<file path="src/rtl/pe_array_feeder.sv">
// Feeds a systolic PE array from a valid/ready stream and collects its results.
// Steps are credit-gated so every in-flight element has a guaranteed FIFO slot.
module pe_array_feeder #(
    parameter int ELEMENT_BITS = 8,
    parameter int P            = 4,
    parameter int LAT          = 2 * P - 1,
    parameter int FIFO_DEPTH   = 8
) (
    input  logic                            sys_clk,
    input  logic                            reset,
    input  logic                            in_valid,
    input  logic [ELEMENT_BITS-1:0]         in_data,
    output logic                            in_ready,
    input  logic                            flush,
    output logic                            pe_step,
    output logic [ELEMENT_BITS-1:0]         array_data_out,
    input  logic [ELEMENT_BITS-1:0]         array_result,
    output logic                            res_valid,
    output logic [ELEMENT_BITS-1:0]         res_data,
    input  logic                            res_ready,
    output logic [$clog2(FIFO_DEPTH):0]     fifo_count,
    output logic                            idle
);
    localparam int AW = $clog2(FIFO_DEPTH);
    localparam int CW = AW + 1;
    localparam logic [CW:0] DEPTH_C = (CW + 1)'(FIFO_DEPTH);

    logic [LAT-1:0]          r_tag;
    logic [CW-1:0]           r_inflight;
    logic [CW-1:0]           r_count;
    logic [AW-1:0]           r_wptr;
    logic [AW-1:0]           r_rptr;
    logic [ELEMENT_BITS-1:0] r_data_out;
    logic [ELEMENT_BITS-1:0] r_mem [FIFO_DEPTH];

    logic [CW:0] w_used;
    logic        w_credit_ok;
    logic        w_run;
    logic        w_step;
    logic        w_accept;
    logic        w_capture;
    logic        w_pop;

    // Credit counts both queued and in-flight results; a pop frees credit next cycle.
    assign w_used      = {1'b0, r_count} + {1'b0, r_inflight};
    assign w_credit_ok = (w_used < DEPTH_C);
    assign w_run       = w_credit_ok & ~reset;
    assign w_step      = w_run & (in_valid | (flush & (r_inflight != '0)));
    assign w_accept    = in_valid & w_run;
    assign w_capture   = w_step & r_tag[LAT-1];
    assign w_pop       = (r_count != '0) & res_ready;

    assign in_ready       = w_run;
    assign pe_step        = w_step;
    assign array_data_out = r_data_out;
    assign res_valid      = (r_count != '0);
    assign res_data       = res_valid ? r_mem[r_rptr] : '0;
    assign fifo_count     = r_count;
    assign idle           = (r_inflight == '0) & (r_count == '0);

    always_ff @(posedge sys_clk or posedge reset) begin
        if (reset) begin
            r_tag      <= '0;
            r_inflight <= '0;
            r_count    <= '0;
            r_wptr     <= '0;
            r_rptr     <= '0;
            r_data_out <= '0;
        end else begin
            if (w_step) begin
                r_data_out <= w_accept ? in_data : '0;
                r_tag      <= {r_tag[LAT-2:0], w_accept};
            end
            case ({w_accept, w_capture})
                2'b10:   r_inflight <= r_inflight + CW'(1);
                2'b01:   r_inflight <= r_inflight - CW'(1);
                default: r_inflight <= r_inflight;
            endcase
            if (w_capture) r_wptr <= r_wptr + AW'(1);
            if (w_pop) r_rptr <= r_rptr + AW'(1);
            case ({w_capture, w_pop})
                2'b10:   r_count <= r_count + CW'(1);
                2'b01:   r_count <= r_count - CW'(1);
                default: r_count <= r_count;
            endcase
        end
    end

    always_ff @(posedge sys_clk) begin
        if (w_capture) r_mem[r_wptr] <= array_result;
    end
endmodule

</file>
<file path="config.mk">
export PLATFORM = sky130hd
export DESIGN_NAME = pe_array_feeder
export DESIGN_NICKNAME = d
export VERILOG_FILES = /design/src/rtl/pe_array_feeder.sv
export SDC_FILE = /design/constraint.sdc
export NUM_CORES = 1
export LEC_CHECK = 0
export CORE_MARGIN = 2
export CORE_UTILIZATION = 40
export DETAILED_ROUTE_END_ITERATION = 8
export PLACE_DENSITY_LB_ADDON = 0.25
export REMOVE_ABC_BUFFERS = 1
export SKIP_CTS_REPAIR_TIMING = 1
export SLEW_MARGIN = 0
export SYNTH_ARGS = -nofsm -noshare
export SYNTH_HDL_FRONTEND = slang
export SYNTH_SLANG_ARGS = --single-unit
</file>
<file path="constraint.sdc">
create_clock -name sys_clk -period 4.3 [get_ports sys_clk]
set_clock_uncertainty 0.2 [all_clocks]
set_input_delay 0.645 -clock sys_clk [delete_from_list [all_inputs] [get_ports sys_clk]]
set_output_delay 0.645 -clock sys_clk [all_outputs]
set_load 0.005 [all_outputs]
</file>
==> results.cfg <==
[outcome]
status = finished, final reports clean

[placement]
numPlacedInstances = 417
gp_congestion = 0.7044
dp_hpwl_um = 4903
placedInstanceArea_um2 = 4631
portBuffers = 44

[cts]
cts_buffers = 9
cts_tree = done
root_buffer = clkbuf_8
cts.htree.levels = 3
insertion_delay_ns = 0.35
clock_sinks = 93
path_clk_slew_ns = 0.09
cts_buffer_depth = 2

[detailed_routing]
totalWireLength_um = 7220
drc = 0
vias = 2202
wl_per_cell_um = 16.67
drt-initial-drc-count = 82
dr.pass1.iters = 4
drt.antenna.violating_nets = 0
via_per_inst = 5.085

[timing]
fin_crit_sh_pct = 83.85
setup_viol = 0
post-route-min-period_ns = 3.606
fmax_mhz = 277.3
hold_ws_ns = 0.2820
slew_headroom_pct = 39.26
rsz0062_at_grt = false
hold_viol_final = 0
fin_setup_tns_ns = 0
worstMarginPinSlew_ns = 0.9077
maxSlewViolCount = 0

[worst_setup_path]
cp_data_required_time_ns = 4.35
worstPathArrival_ns = 3.65
path_max_fanout = 6
path_delay_family = compound AO/OA/AOI/OAI gates
max_stage_delay_ns = 0.52
cp_common_cell = ha_1
path_buf_inv = 1
endpoint_kind = flip-flop
startpoint_type = flip-flop
cp_slowest_cell = a2111oi_0
crit_type = flip-flop to flip-flop
path_cells = ha_1 > nor4_2 > and2_2 > and3_1 > inv_1 > ha_1 > ha_1 > a21o_1 > a2111oi_0 > a41oi_1 > a311o_1

[final_layout]
instances_no_fill = 433
area_growth_pct = 20.82
mostFrequentLayoutCell = edfxtp_1
mostFrequentLayoutCells = 64 x edfxtp_1, 44 x clkdlybuf4s50_1, 29 x dfrtp_1, 16 x mux4_2, 15 x inv_1
antennaDiodeCount = 0
fin_nets = 329
post-route-util_pct = 49.63
final_area_um2 = 4828
final_layout_size_suffix_gt1_share_pct = 19.00

[power_and_ir_drop]
ir_worst_vdd_mv = 0.2751
powerDensity_nw_per_um2 = 616.4
p_leak_uw = 0.001782

[logic_synthesis]
netlist_area_um2 = 3996
syn_inst = 242
synth_seq_area_share_pct = 66.25
ys.flop_type = edfxtp_1
synth.distinct_cells = 43
ys_async_sr_fraction_pct = 31.18
synth-edff-count = 64
ys_ff_latch = 93
syn_area_per_cell_um2 = 16.51
synth_warnings = 0

[grt]
grt_pass1_vias = 2290
grt-ovfl-total = 0
grt_pass1_wl_um = 11980
antenna_found_initial = 0
grt_usage_pct = 14.53
grt_max_degree = 19

[die]
core_area_um2 = 9729
initial_core_util_pct = 41.08
fp-row-count = 36
dieArea_um2 = 10810
die_h_um = 104.0
num_io_pins = 45
dieWidth_um = 104.0

[hold_path]
hp-class = flip-flop to flip-flop

[job]
maxCapViolCount = 0
power breakdown:
part	leakage [uW]	internal (uW)	total (uW)	switching, uW
Clock	0.0000996	271	576	305
Sequential	0.000936	1100	1300	202
Combinational	0.000746	674	1100	428
cell usage after synthesis, types with 2 or more instances:
library cell | n | area share (%)
edfxtp_1 | 64 | 48
dfrtp_1 | 29 | 18
mux4_2 | 16 | 9.0
inv_1 | 15 | 1.4
nor2_1 | 13 | 1.2
ha_1 | 11 | 3.4
mux2i_1 | 10 | 2.5
a22o_1 | 8 | 1.8
mux2_2 | 7 | 2.0
nand2_1 | 5 | 0.47
xnor2_1 | 5 | 1.1
clkbuf_1 | 4 | 0.38
o21ai_0 | 4 | 0.50
a21o_1 | 3 | 0.56
buf_1 | 3 | 0.28
buf_2 | 3 | 0.38
nand3_1 | 3 | 0.38
nor3_1 | 3 | 0.38
nor4b_1 | 3 | 0.66
xor2_1 | 3 | 0.66
a21oi_1 | 2 | 0.25
and3_1 | 2 | 0.31
fa_1 | 2 | 1.0
nand4_1 | 2 | 0.31
nand4b_1 | 2 | 0.44
nor4_1 | 2 | 0.31
nor4_2 | 2 | 0.63
metal layers:
layer | up-vias | part of all wire (%) | GRT usage [%]
met5 | - | 0 | 0
met4 | 0 | 1.4 | 4.923
met3 | 12 | 4.3 | 4.073
met2 | 52 | 49 | 23.59
met1 | 1105 | 45 | 18.89
li1 | 1033 | - | -
per-stage QoR:
step,setup slack [ns],total power [uW]
2_1_floorplan,0.7512,1941
3_3_place_gp,0.6130,2406
3_5_place_dp,0.4074,2439
4_1_cts,0.6647,3017
5_1_grt,0.4591,3191
6_report,0.6942,2976
cells by family (layout without fill, tap and decap cells):
| logic type | after synthesis | count (layout) | synth area share, % |
|---|---|---|---|
| AO/OA/AOI/OAI | 22 | 22 | 4.102 |
| XOR/XNOR | 8 | 8 | 1.753 |
| adder cells (fa/ha/maj) | 13 | 13 | 4.446 |
| buffers and inverters | 26 | 84 | 2.723 |
| flip-flops | 93 | 93 | 66.25 |
| multiplexers | 34 | 34 | 13.87 |
| AND/OR/NAND/NOR | 46 | 46 | 6.857 |
final timing paths:
check	from	end	depth (start not counted)	slack (ns)
worst max register to register	fifo_count[3]$_DFFE_PP0P_	fifo_count[3]$_DFFE_PP0P_	11	0.69
worst max-delay path	fifo_count[3]$_DFFE_PP0P_	fifo_count[3]$_DFFE_PP0P_	11	0.69
worst min-delay path	r_tag[0]$_DFFE_PP0N_	r_tag[0]$_DFFE_PP0N_	1	0.28
min in group asynchronous	reset	array_data_out[4]$_DFFE_PP0N_	2	0.49
max in group asynchronous	reset	r_tag[5]$_DFFE_PP0N_	3	2.78
worst min register to register	r_tag[0]$_DFFE_PP0N_	r_tag[0]$_DFFE_PP0N_	1	0.28
cell type report:
type                       instances  area, um^2
clock inverter                     7       73.82
inverter                          15       56.30
fill                             858        4901
timing repair buffer              53       508.0
multi-input combinational        123        1252
clock buffer                       9       123.9
sequential                        93        2648
tap                              133       166.4
registers in the layout, summed over array words and instances, names as in the netlist:
register	count
r_mem	64
array_data_out	8
r_tag	7
fifo_count	4
r_inflight	4
r_rptr	3
r_wptr	3
Note: power is estimated with default switching activity, not from simulation.
